File: src/rtl/alu_issue_pkg.sv
// alu_issue_pkg: default widths, ALU opcodes and issue FSM state encoding
package alu_issue_pkg;
  localparam int DEF_WORD_SIZE = 16;
  localparam int DEF_NUM_REGS = 8;
  localparam int DEF_REG_BITS = 3;
  typedef enum logic [2:0] {
    ALU_ADD = 3'd0,
    ALU_SUB = 3'd1,
    ALU_MUL = 3'd2,
    ALU_SLT = 3'd3,
    ALU_AND = 3'd4,
    ALU_OR = 3'd5,
    ALU_XOR = 3'd6,
    ALU_SHIFT = 3'd7
  } alu_op_e;
  typedef enum logic [1:0] {
    IDLE = 2'd0,
    EXEC = 2'd1,
    WRITE = 2'd2
  } state_e;
endpackage

File: src/rtl/alu_issue_if.sv
// alu_issue_if: issue-stage bus bundling the instruction handshake, ALU drive/result, writeback and debug read
//   slave  = the issue stage (alu_issue); master = front end + ALU + debug observer
interface alu_issue_if import alu_issue_pkg::*; #(
  parameter int WORD_SIZE = DEF_WORD_SIZE,
  parameter int REG_BITS = DEF_REG_BITS
);
  logic instr_valid;
  logic instr_ready;
  logic [2:0] instr_op;
  logic [REG_BITS-1:0] instr_rd;
  logic [REG_BITS-1:0] instr_rs1;
  logic [REG_BITS-1:0] instr_rs2;
  logic instr_use_imm;
  logic [WORD_SIZE-1:0] instr_imm;
  logic [2:0] alu_op;
  logic [WORD_SIZE-1:0] alu_in1;
  logic [WORD_SIZE-1:0] alu_in2;
  logic alu_enable;
  logic [WORD_SIZE-1:0] alu_out;
  logic wb_valid;
  logic [REG_BITS-1:0] wb_rd;
  logic [WORD_SIZE-1:0] wb_data;
  logic [REG_BITS-1:0] dbg_addr;
  logic [WORD_SIZE-1:0] dbg_data;
  modport slave (
    input instr_valid, instr_op, instr_rd, instr_rs1, instr_rs2, instr_use_imm, instr_imm, alu_out, dbg_addr,
    output instr_ready, alu_op, alu_in1, alu_in2, alu_enable, wb_valid, wb_rd, wb_data, dbg_data
  );
  modport master (
    output instr_valid, instr_op, instr_rd, instr_rs1, instr_rs2, instr_use_imm, instr_imm, alu_out, dbg_addr,
    input instr_ready, alu_op, alu_in1, alu_in2, alu_enable, wb_valid, wb_rd, wb_data, dbg_data
  );
endinterface

File: src/rtl/alu_regfile.sv
// alu_regfile: register file with two operand read ports, a debug read port, one sync write port; r0 reads 0
//   clk/reset, we_i/waddr_i/wdata_i write, raddr1_i/raddr2_i -> rdata1_o/rdata2_o, dbg_addr_i -> dbg_data_o
module alu_regfile #(
  parameter int WORD_SIZE = 16,
  parameter int NUM_REGS = 8,
  parameter int REG_BITS = 3
) (
  input  logic clk,
  input  logic reset,
  input  logic we_i,
  input  logic [REG_BITS-1:0] waddr_i,
  input  logic [WORD_SIZE-1:0] wdata_i,
  input  logic [REG_BITS-1:0] raddr1_i,
  output logic [WORD_SIZE-1:0] rdata1_o,
  input  logic [REG_BITS-1:0] raddr2_i,
  output logic [WORD_SIZE-1:0] rdata2_o,
  input  logic [REG_BITS-1:0] dbg_addr_i,
  output logic [WORD_SIZE-1:0] dbg_data_o
);
  logic [WORD_SIZE-1:0] regs_q [NUM_REGS];
  always_ff @(posedge clk or posedge reset)
    if (reset)
      for (int i = 0; i < NUM_REGS; i++) regs_q[i] <= '0;
    else if (we_i && waddr_i != '0)
      regs_q[waddr_i] <= wdata_i;
  assign rdata1_o = raddr1_i == '0 ? '0 : regs_q[raddr1_i];
  assign rdata2_o = raddr2_i == '0 ? '0 : regs_q[raddr2_i];
  assign dbg_data_o = dbg_addr_i == '0 ? '0 : regs_q[dbg_addr_i];
endmodule

File: src/rtl/alu_issue.sv
// alu_issue: single-issue execute stage; reads operands, drives the registered ALU, writes the result back
//   clk, reset (async, active high); bus: alu_issue_if.slave carrying instruction, ALU, writeback and debug signals
module alu_issue import alu_issue_pkg::*; #(
  parameter int WORD_SIZE = DEF_WORD_SIZE,
  parameter int NUM_REGS = DEF_NUM_REGS,
  parameter int REG_BITS = DEF_REG_BITS
) (
  input logic clk,
  input logic reset,
  alu_issue_if.slave bus
);
  state_e state_q, state_d;
  logic accept, write;
  logic [2:0] op_q, op_d;
  logic [WORD_SIZE-1:0] in1_q, in1_d, in2_q, in2_d, wb_data_q, wb_data_d, rs1_data, rs2_data;
  logic [REG_BITS-1:0] rd_q, rd_d, wb_rd_q, wb_rd_d;
  logic wb_valid_q, wb_valid_d;
  alu_regfile #(.WORD_SIZE(WORD_SIZE), .NUM_REGS(NUM_REGS), .REG_BITS(REG_BITS)) u_rf (
    .clk(clk),
    .reset(reset),
    .we_i(write),
    .waddr_i(rd_q),
    .wdata_i(bus.alu_out),
    .raddr1_i(bus.instr_rs1),
    .rdata1_o(rs1_data),
    .raddr2_i(bus.instr_rs2),
    .rdata2_o(rs2_data),
    .dbg_addr_i(bus.dbg_addr),
    .dbg_data_o(bus.dbg_data)
  );
  always_ff @(posedge clk or posedge reset)
    if (reset) state_q <= IDLE;
    else state_q <= state_d;
  always_comb begin
    accept = state_q == IDLE && bus.instr_valid;
    write = state_q == WRITE;
    state_d = accept ? EXEC : state_q == EXEC ? WRITE : IDLE;
    op_d = accept ? bus.instr_op : op_q;
    in1_d = accept ? rs1_data : in1_q;
    in2_d = accept ? (bus.instr_use_imm ? bus.instr_imm : rs2_data) : in2_q;
    rd_d = accept ? bus.instr_rd : rd_q;
    wb_valid_d = write;
    wb_rd_d = write ? rd_q : wb_rd_q;
    wb_data_d = write ? bus.alu_out : wb_data_q;
  end
  always_ff @(posedge clk or posedge reset)
    if (reset) begin
      op_q <= '0;
      in1_q <= '0;
      in2_q <= '0;
      rd_q <= '0;
      wb_valid_q <= 1'b0;
      wb_rd_q <= '0;
      wb_data_q <= '0;
    end else begin
      op_q <= op_d;
      in1_q <= in1_d;
      in2_q <= in2_d;
      rd_q <= rd_d;
      wb_valid_q <= wb_valid_d;
      wb_rd_q <= wb_rd_d;
      wb_data_q <= wb_data_d;
    end
  assign bus.instr_ready = state_q == IDLE;
  assign bus.alu_enable = state_q == EXEC;
  assign bus.alu_op = op_q;
  assign bus.alu_in1 = in1_q;
  assign bus.alu_in2 = in2_q;
  assign bus.wb_valid = wb_valid_q;
  assign bus.wb_rd = wb_rd_q;
  assign bus.wb_data = wb_data_q;
endmodule

File: src/flat_wrapper.sv
// flat-port wrapper written by rule: the top's interface ports become plain ports
module alu_issue_flat import alu_issue_pkg::*;
#(
  parameter int WORD_SIZE = DEF_WORD_SIZE,
  parameter int NUM_REGS = DEF_NUM_REGS,
  parameter int REG_BITS = DEF_REG_BITS
)
  (clk, reset, bus_instr_valid, bus_instr_op, bus_instr_rd, bus_instr_rs1, bus_instr_rs2, bus_instr_use_imm, bus_instr_imm, bus_alu_out, bus_dbg_addr, bus_instr_ready, bus_alu_op, bus_alu_in1, bus_alu_in2, bus_alu_enable, bus_wb_valid, bus_wb_rd, bus_wb_data, bus_dbg_data);
  alu_issue_if #(.WORD_SIZE(WORD_SIZE), .REG_BITS(REG_BITS)) bus_i ();
  input logic clk;
  input logic reset;
  input wire logic [$bits(bus_i.instr_valid)-1:0] bus_instr_valid;
  input wire logic [$bits(bus_i.instr_op)-1:0] bus_instr_op;
  input wire logic [$bits(bus_i.instr_rd)-1:0] bus_instr_rd;
  input wire logic [$bits(bus_i.instr_rs1)-1:0] bus_instr_rs1;
  input wire logic [$bits(bus_i.instr_rs2)-1:0] bus_instr_rs2;
  input wire logic [$bits(bus_i.instr_use_imm)-1:0] bus_instr_use_imm;
  input wire logic [$bits(bus_i.instr_imm)-1:0] bus_instr_imm;
  input wire logic [$bits(bus_i.alu_out)-1:0] bus_alu_out;
  input wire logic [$bits(bus_i.dbg_addr)-1:0] bus_dbg_addr;
  output wire logic [$bits(bus_i.instr_ready)-1:0] bus_instr_ready;
  output wire logic [$bits(bus_i.alu_op)-1:0] bus_alu_op;
  output wire logic [$bits(bus_i.alu_in1)-1:0] bus_alu_in1;
  output wire logic [$bits(bus_i.alu_in2)-1:0] bus_alu_in2;
  output wire logic [$bits(bus_i.alu_enable)-1:0] bus_alu_enable;
  output wire logic [$bits(bus_i.wb_valid)-1:0] bus_wb_valid;
  output wire logic [$bits(bus_i.wb_rd)-1:0] bus_wb_rd;
  output wire logic [$bits(bus_i.wb_data)-1:0] bus_wb_data;
  output wire logic [$bits(bus_i.dbg_data)-1:0] bus_dbg_data;
  assign bus_i.instr_valid = bus_instr_valid;
  assign bus_i.instr_op = bus_instr_op;
  assign bus_i.instr_rd = bus_instr_rd;
  assign bus_i.instr_rs1 = bus_instr_rs1;
  assign bus_i.instr_rs2 = bus_instr_rs2;
  assign bus_i.instr_use_imm = bus_instr_use_imm;
  assign bus_i.instr_imm = bus_instr_imm;
  assign bus_i.alu_out = bus_alu_out;
  assign bus_i.dbg_addr = bus_dbg_addr;
  assign bus_instr_ready = bus_i.instr_ready;
  assign bus_alu_op = bus_i.alu_op;
  assign bus_alu_in1 = bus_i.alu_in1;
  assign bus_alu_in2 = bus_i.alu_in2;
  assign bus_alu_enable = bus_i.alu_enable;
  assign bus_wb_valid = bus_i.wb_valid;
  assign bus_wb_rd = bus_i.wb_rd;
  assign bus_wb_data = bus_i.wb_data;
  assign bus_dbg_data = bus_i.dbg_data;
  alu_issue #(.WORD_SIZE(WORD_SIZE), .NUM_REGS(NUM_REGS), .REG_BITS(REG_BITS)) u_core (.clk(clk), .reset(reset), .bus(bus_i));
endmodule
File: config.mk
export PLATFORM = sky130hd
export DESIGN_NAME = alu_issue_flat
export DESIGN_NICKNAME = d
export VERILOG_FILES = /design/src/rtl/alu_issue_pkg.sv /design/src/rtl/alu_issue_if.sv /design/src/rtl/alu_regfile.sv /design/src/rtl/alu_issue.sv /design/src/flat_wrapper.sv
export SDC_FILE = /design/constraint.sdc
export NUM_CORES = 1
export LEC_CHECK = 0
export ABC_AREA = 0
export CAP_MARGIN = 40
export CORE_UTILIZATION = 60
export CTS_CLUSTER_SIZE = 10
export DETAILED_ROUTE_END_ITERATION = 6
export HOLD_SLACK_MARGIN = 0.03
export PLACE_DENSITY_LB_ADDON = 0.3
export SETUP_SLACK_MARGIN = 0.15
export SLEW_MARGIN = 5
export SYNTH_ARGS = -nofsm -noshare
export SYNTH_HDL_FRONTEND = slang
export SYNTH_SLANG_ARGS = --single-unit
File: constraint.sdc
create_clock -name clk -period 10.15 [get_ports clk]
set_clock_uncertainty 0.15 [all_clocks]
set_input_delay 3.045 -clock clk [delete_from_list [all_inputs] [get_ports clk]]
set_output_delay 3.045 -clock clk [all_outputs]
set_load 0.02 [all_outputs]
# After elaboration in Yosys (flattened, before gate mapping)
# Cells that the tools add are included.
dict set report word_totals {
  ff_bits 188
  latch_bits 0
  ram_bits 0
  rom_bits 0
  out_inout_bits 73
  memories 0
}
dict set report classes {
  n_addsub 0
  mul 0
  div_mod_pow 0
  n_lt_le_gt_ge 5
  n_eq_ne 2
  shift 0
  mux 18
  bitwise_logic 4
  reduce_logical 8
}
# cell n
set ops {}
lappend ops {{16-bit two-way mux} 11}
lappend ops {{16-bit binary-select mux with 3-bit select} 3}
lappend ops {{128-bit bitwise mux} 1}
lappend ops {{16-bit demux with 3-bit select} 1}
lappend ops {{4-bit >= comparator (second input constant)} 4}
lappend ops {{3-bit inverter with 4-bit output} 4}
lappend ops {{3-bit logical NOT} 3}
lappend ops {{4-bit by 1-bit less-than comparator with 1-bit output (second input constant)} 1}
lappend ops {{2-bit two-way mux} 2}
lappend ops {{1-bit logical AND} 3}
lappend ops {{3-bit nonzero test} 1}
lappend ops {{2-bit by 1-bit equality test with 1-bit output (second input constant)} 1}
lappend ops {{2-bit equality test (second input constant)} 1}
lappend ops {{2-bit logical NOT} 1}

# Longest topological paths before layout
# Gate-level depths: netlist of the first run.
dict set report depth {
  ltp_word 6
  depth_mapped 7
}

# Cells and area by module
# From an unflattened synthesis of the first run, not the netlist that was laid out.
dict set report unflattened {
  cells_unflattened 695
  hier_area_um2 9561.7
}
# module n_inst cells_per_inst area_per_inst_um2 seq_area_each_um2
set by_module_without_submodules {}
lappend by_module_without_submodules {alu_regfile 1 548 7140.6 2802.7}
lappend by_module_without_submodules {alu_issue 1 147 2421.1 1501.4}

# Worst setup path before layout of the first run
# OpenSTA, ideal clock, no wires.
dict set report synth_timing {
  kind {input-to-output}
  from {in bus_dbg_addr[1]}
  to {out bus_dbg_data[15]}
  t_arrival_ns 4.348
  slack_ns 2.607
  path_stages 6
  path_buffers 3
  cell_sequence {clkbuf_1 nor2b_1 clkbuf_1 buf_2 a22oi_1 o21ai_0}
}
dict set report synth_via {
  elab_chain_cells 5
}
# element line
set synth_rtl {}
lappend synth_rtl {{from (decl)} flat_wrapper.sv:20} ;# input wire logic [$bits(bus_i.dbg_addr)-1:0] bus_dbg_addr;
lappend synth_rtl {{3-bit inverter with 4-bit output (implied by the code)} alu_regfile.sv:28} ;# assign dbg_data_o = dbg_addr_i == '0 ? '0 : regs_q[dbg_addr_i];
lappend synth_rtl {{16-bit binary-select mux with 3-bit select} alu_regfile.sv:28}
lappend synth_rtl {{16-bit two-way mux (implied by the code) (2 in series)} alu_regfile.sv:28}
lappend synth_rtl {{16-bit two-way mux (*)} alu_regfile.sv:28}
lappend synth_rtl {{to (decl)} flat_wrapper.sv:29} ;# output wire logic [$bits(bus_i.dbg_data)-1:0] bus_dbg_data;
# Every way passes the cells marked *; elsewhere a longest branch is shown, timed or not. The select of a mux whose other input is x is not followed.

# Final worst setup path of the first run
# Ends and elaborated chain as after synthesis.

==> impl_metrics.ini, run 1 <==
[status]
run_status = complete, no violations

[clock_tree]
h-tree-depth = 4
holdBufCountCts = 0
cts_tree = done
clkTransAtPathRegs_ns = 0.06
clock_sinks = 172
cts_root_buffer = clkbuf_16
cts_setup_buffers = 0
clock_latency_ns = 0.43
clk_path_buf_depth = 2
ctsResizeCount = 0
cts_made_buffers = 17

[critical_path]
cp_num_buf_inv = 4
arrival_ns = 5.48
setup.worst_path.end_class = primary output
crit_cells = 7
crit_type = in2out
reg2reg_from = u_core.state_q[1]
startpoint_type = input pin
path_cells = clkdlybuf4s50_1, buf_12, nor2b_1, buf_4, a22oi_1, o21ai_0, clkdlybuf4s50_1
worst_path_most_repeated_cell = clkdlybuf4s50_1
path_max_fanout = 28
timing.critical_path.slowest_cell_delay_ns = 0.69
r2r_end = u_core.bus.alu_in2[14]
startpoint = bus_dbg_addr[1]
critPathCapture = bus_dbg_data[15]
path_delay_family = buffers and inverters
reg2regPathDepth = 6
cp_slowest_cell = clkdlybuf4s50_1
rrSetupSlack_ns = 7.43
required_ns = 6.96

[detailed_routing]
ant_nets = 0
first_iter_violations = 741
wl_um = 26500
first_pass_iters = 5
drc = 0
vias = 7149
avgRoutedWirePerCell_um = 24.89
routed_via_density = 6.713

[timing]
worstMarginPinSlew_ns = 0.8883
whs_ns = 0.3330
hold_viol = 0
finalCritPeriodShare_pct = 85.51
setup_ws_ns = 1.471
setup_tns_ns = 0
relSlewSlack_pct = 40.78
slew_violations = 0
finalCriticalPeriod_ns = 8.679
final-setup-viol-count = 0
rsz0062_at_grt = false
fmax_mhz = 115.2

[placed_design]
gp_congestion = 0.8587
dpl.hpwl_um = 16750
port_buffers = 123
post_dp_cell_area_sq_um = 10860
preCtsSetupSlack_ns = 1.516

[floorplanning]
io_pins = 124
coreArea_sq_um = 15260
die_w_um = 127.3
dieArea_sq_um = 16200
initial_core_util_pct = 61.71
row_count = 45
die_height_um = 127.3

[power_and_ir_drop]
internal-power_mw = 2.066
switching_share_pct = 33.48
sequentialPowerShare_pct = 40.6
max-vdd-ir-drop_mv = 0.1319
leakagePower_nw = 4.846
p_per_area_nw_per_um2 = 270.4
p_clk_share_pct = 22.5
switchingPower_mw = 1.040
combPwrFrac_pct = 36.9

[logic_synthesis]
ys_seq_area_share_pct = 45.71
synth-main-ff-cell = dfrtp_1
synth.distinct_cells = 42
synth_edf_count = 0
syn_nets = 787
syn_area_sq_um = 9415
yosys_warnings = 0
synth_cells = 736
async_flop_share_pct = 100.0
synth-seq-cells = 172
postSynthAreaPerCell_sq_um = 12.79

[global_route]
grtUsageTotal_pct = 34.25
antenna_found_initial = 0
grt_pass1_vias = 7469
grt_max_degree = 70
grt_pass1_wl_um = 41590
grt.overflow.total = 0

[final_layout]
fillCellCount = 976
areaGrowthSynthToFinish_pct = 22.01
nets = 893
drive_above_1_share_pct = 32.90
fin_area_sq_um = 11490
antennaDiodeCount = 0

[min_path]
hold_class = reg2reg

[job]
cap_violations = 0
## cell type report
| cell class | instances | area, sq um | share of cell area [%] |
|---|---|---|---|
| multi-input cells | 484 | 4661 | 40.57 |
| flip-flops and latches | 172 | 4304 | 37.47 |
| clock inverters | 7 | 135.1 | 1.176 |
| inverters | 18 | 77.57 | 0.6753 |
| well taps | 211 | 264.0 | 2.298 |
| clock buffers | 24 | 491.7 | 4.281 |
| repair buffers | 149 | 1554 | 13.53 |
## worst reg2reg max path, cell delays in order (launching register included)
cell	delay (ns)
dfrtp_1	0.44
or3b_1	0.39
buf_4	0.24
inv_6	0.45
nand2b_1	0.47
nor3_1	0.36
a21oi_1	0.11
## cells in the mapped netlist, drive strengths merged, types with 5 or more instances
library cell	instances	area share, %
o22a	16	1.5
nor2	31	1.5
nand3	7	0.43
nor2b	10	0.66
nand3b	10	0.80
a22oi	25	2.0
mux4	21	5.0
buf	45	3.3
o221a	9	1.1
inv	18	0.77
o221ai	25	3.0
mux2i	54	5.7
dfrtp	172	46
mux2	179	21
clkbuf	17	0.68
o311ai	5	0.47
nand2b	8	0.53
nand2	29	1.2
a21oi	18	0.96
a221oi	21	2.0
## cell usage in the layout, fill, tap and decap left out, types with 2 or more instances in the layout
cell type and n:
nor3b_1 2, buf_8 3, o221ai_1 15, clkbuf_16 17, o311ai_1 5, clkinv_2 3, o21ai_0 3, a21oi_1 18
and2b_1 3, nor2_1 28, nor2b_1 10, o221a_2 7, mux2_2 178, inv_6 2, nand3b_1 10, nand2b_1 8
o22a_1 16, buf_4 15, mux4_2 21, clkdlybuf4s50_1 120, a221oi_1 21, buf_2 3, buf_16 5, inv_1 16
nand3_1 6, dfrtp_1 172, nand2_1 29, o221ai_2 10, a22oi_1 25, buf_6 2, clkbuf_1 3, bufinv_16 4
mux2i_1 54, clkbuf_8 4, nor2_2 2, o221a_1 2
## per-stage QoR
step | utilization [%] | cells | power (mW)
after global routing | 75.29 | 1065 | 3.241
after detailed placement | 71.18 | 1034 | 2.386
after global placement | 69.78 | 1023 | 2.306
after floorplan | - | 736 | 1.957
after CTS | 75.29 | 1065 | 3.095
final | 75.29 | 1065 | 3.106
## routing by layer
metal	vias up	track usage [%]	wire (um)
li1	3005	-	-
met1	3660	42.13	10380
met2	407	56.35	13210
met3	77	9.338	2075
met4	0	16.11	834
met5	-	0	0
## how the worst min path moves through the flow
stage                      startpoint                     end  slack (ns)  cells past startpoint
2_1_floorplan  u_core.u_rf.regs_q[73]  u_core.u_rf.regs_q[73]        0.34                      1
3_3_place_gp     u_core.bus.alu_op[2]    u_core.bus.alu_op[2]        0.31                      2
3_5_place_dp     u_core.bus.alu_op[2]    u_core.bus.alu_op[2]        0.32                      2
4_1_cts          u_core.bus.alu_op[2]    u_core.bus.alu_op[2]        0.34                      2
5_1_grt          u_core.bus.alu_op[2]    u_core.bus.alu_op[2]        0.36                      2
6_report         u_core.bus.alu_op[2]    u_core.bus.alu_op[2]        0.33                      2
## flip-flops by register name, summed over array words and instances (netlist names)
signal               flops
u_core.rd_q              3
u_core.bus.alu_in2      16
u_core.bus.alu_in1      16
u_core.state_q           2
u_core.bus.alu_op        3
u_core.u_rf.regs_q     112
u_core.bus.wb_valid      1
u_core.bus.wb_data      16
u_core.bus.wb_rd         3
## cell families after synthesis
kind of cell / Yosys count / synth area share (%)
flip-flops: 172 / 45.71
buffers and inverters: 80 / 4.784
AND/OR/NAND/NOR: 105 / 6.020
multiplexers: 254 / 32.17
AO/OA/AOI/OAI: 125 / 11.31
## power groups by stage
stage	combinational [mW]	sequential (mW)	clock (mW)
after global routing	1.22	1.29	0.732
final	1.14	1.26	0.699
after CTS	1.15	1.25	0.703
after detailed placement	1.13	1.25	0
after global placement	1.09	1.22	0
after floorplan	0.685	1.27	0
No activity file was read; power rests on OpenSTA's default activity.
==> inputs of run 2 (changes only) <==
--- a/config.mk
+++ b/config.mk
@@ -10,6 +10,7 @@
 export CORE_UTILIZATION = 60
 export CTS_CLUSTER_SIZE = 10
 export DETAILED_ROUTE_END_ITERATION = 6
+export GPL_ROUTABILITY_DRIVEN = 0
 export HOLD_SLACK_MARGIN = 0.03
 export PLACE_DENSITY_LB_ADDON = 0.3
 export SETUP_SLACK_MARGIN = 0.15
==> results of run 2 <==
The final DEF is identical to that of run 1; final timing and power are the same.
==> inputs of run 3 (changes only) <==
--- a/config.mk
+++ b/config.mk
@@ -7,11 +7,11 @@
 export LEC_CHECK = 0
 export ABC_AREA = 0
 export CAP_MARGIN = 40
-export CORE_UTILIZATION = 60
+export CORE_UTILIZATION = 56
 export CTS_CLUSTER_SIZE = 10
 export DETAILED_ROUTE_END_ITERATION = 6
 export GPL_ROUTABILITY_DRIVEN = 0
-export HOLD_SLACK_MARGIN = 0.03
+export HOLD_SLACK_MARGIN = 0.1
 export PLACE_DENSITY_LB_ADDON = 0.3
 export SETUP_SLACK_MARGIN = 0.15
 export SLEW_MARGIN = 5
==> constraint.sdc (replaced) <==
create_clock -name clk -period 9 [get_ports clk]
set_clock_uncertainty 0.15 [all_clocks]
set_input_delay 2.7 -clock clk [delete_from_list [all_inputs] [get_ports clk]]
set_output_delay 2.7 -clock clk [all_outputs]
set_load 0.02 [all_outputs]
==> run 3 against run 2 <==
Compared with the run above: the run now ends with DRC left; routed wire length grew 1.2%; setup slack worse by 0.49 ns; critical path depth down 1; non-clock buffer count grew 3; sequential share of layout area fell by 0.28 points; via count shrank 0.11%; core utilization down 5.2 points.
==> impl_metrics.ini, run 3 (synthesis results as in run 1) <==
[status]
violations = DRC
run_status = finished, violations left

[clock_tree]
holdBufCountCts = 0
cts_setup_buffers = 0
ctsResizeCount = 0
cts_root_buffer = clkbuf_16
cts_made_buffers = 17
h-tree-depth = 4
clock_latency_ns = 0.44
clkTransAtPathRegs_ns = 0.06
clk_path_buf_depth = 2
cts_tree = done
clock_sinks = 172

[detailed_routing]
ant_nets = 0
first_iter_violations = 776
wl_um = 26810
drc = 5
first_pass_iters = 7
routed_via_density = 6.624
avgRoutedWirePerCell_um = 24.87
vias = 7141

[global_route]
grtUsageTotal_pct = 32.01
grt_use_met2_pct = 51.76
gr-usage-met1_pct = 41.16
top_usage_layer = met2
grt_max_degree = 70
antenna_found_initial = 0
grt_pass1_wl_um = 42060
grt_pass1_vias = 7354
met3_usage_pct = 6.019
grt.overflow.total = 0

[timing]
finalCriticalPeriod_ns = 8.015
slew_violations = 0
worstMarginPinSlew_ns = 0.8440
setup_tns_ns = 0
finalCritPeriodShare_pct = 89.05
final-setup-viol-count = 0
hold_viol = 0
rsz0062_at_grt = false
fmax_mhz = 124.8
relSlewSlack_pct = 43.62

[job]
cap_violations = 0

[power_and_ir_drop]
max-vdd-ir-drop_mv = 0.1748
leakagePower_nw = 4.873
p_per_area_nw_per_um2 = 309.7

[critical_path]
reg2regPathDepth = 6
startpoint_type = input pin
critPathCapture = bus_dbg_data[13]
required_ns = 6.15
r2r_end = u_core.bus.alu_in2[14]
rrSetupSlack_ns = 6.29
crit_type = in2out
setup.worst_path.end_class = primary output
path_max_fanout = 11
reg2reg_from = u_core.state_q[1]
startpoint = bus_dbg_addr[1]
arrival_ns = 5.16

[floorplanning]
die_height_um = 131.7
die_w_um = 131.7
coreArea_sq_um = 16520
dieArea_sq_um = 17340
row_count = 47
initial_core_util_pct = 56.98
io_pins = 124

[min_path]
min_from = u_core.bus.alu_op[2]
hold_class = reg2reg

[placed_design]
dpl.hpwl_um = 16750
post-place-cells = 1046
port_buffers = 123

[final_layout]
layoutNonFillerInstCount = 1078
final_common_cell = mux2_2
fillCellCount = 1088
antennaDiodeCount = 0
final_cell_mix = mux2_2 (178), dfrtp_1 (172), clkdlybuf4s50_1 (120)
areaGrowthSynthToFinish_pct = 22.94
top_register = u_core.u_rf.regs_q
drive_above_1_share_pct = 33.33
nets = 896
largest_register_ffs = 112
## run 3: cell types whose count changed in the layout (fill, tap and decap cells not counted), sizes merged
| cell | previous run | this run |
|---|---|---|
| buf | 29 | 32 |
| bufinv | 4 | 7 |
| clkbuf | 24 | 21 |
| clkinvlp | 0 | 3 |
| clkinv | 3 | 1 |
## run 3: how the worst min path moves through the flow
stage / end / slack (ns) / cells after the start
after floorplan: u_core.u_rf.regs_q[73] / 0.34 / 1
after global placement: u_core.bus.alu_op[2] / 0.31 / 2
after detailed placement: u_core.bus.alu_op[2] / 0.31 / 2
after CTS: u_core.bus.alu_op[2] / 0.33 / 2
after global routing: u_core.bus.wb_data[5] / 0.36 / 1
final: u_core.bus.alu_op[2] / 0.32 / 2
## run 3: through the flow
stage / total power [mW] / hold WS (ns) / setup slack, ns / util, % / instance area, sq um
3_5_place_dp: 2.695 / 0.3109 / 0.9984 / 65.82 / 10880
6_report: 3.585 / 0.3208 / 0.9851 / 70.05 / 11570
2_1_floorplan: 2.207 / 0.3370 / 1.490 / - / 9415
5_1_grt: 3.742 / 0.3640 / 0.9103 / 70.05 / 11570
4_1_cts: 3.574 / 0.3258 / 1.011 / 70.05 / 11570
3_3_place_gp: 2.613 / 0.3110 / 1.021 / 64.69 / 10690
## run 3: cell type report
cell class / count / area, sq um / share of cell area, %
inverter: 18 / 77.57 / 0.6702
clock buffer: 21 / 460.4 / 3.978
timing repair buffer: 152 / 1559 / 13.47
clock inverter: 11 / 237.7 / 2.054
multi-input combinational: 484 / 4661 / 40.27
tap: 220 / 275.3 / 2.378
sequential: 172 / 4304 / 37.19
## run 3: worst max-delay path, cell delays in order
cell	delay (ns)
clkdlybuf4s50_1	0.91
buf_4	0.25
mux2_2	0.33
a221oi_1	0.29
a21oi_1	0.10
clkdlybuf4s50_1	0.58
## run 3: report_power, final
part / internal (mW) / switching [mW]
Clock: 0.563 / 0.309
Combinational: 0.732 / 0.553
Sequential: 1.11 / 0.322
Total: 2.40 / 1.18
## run 3: routing by layer
layer / part of all wire, % / up-vias / routed length [um]
li1: - / 3016 / -
met1: 40 / 3628 / 10820
met2: 48 / 421 / 12870
met3: 7.9 / 76 / 2130
met4: 3.7 / 0 / 984
met5: 0 / - / 0
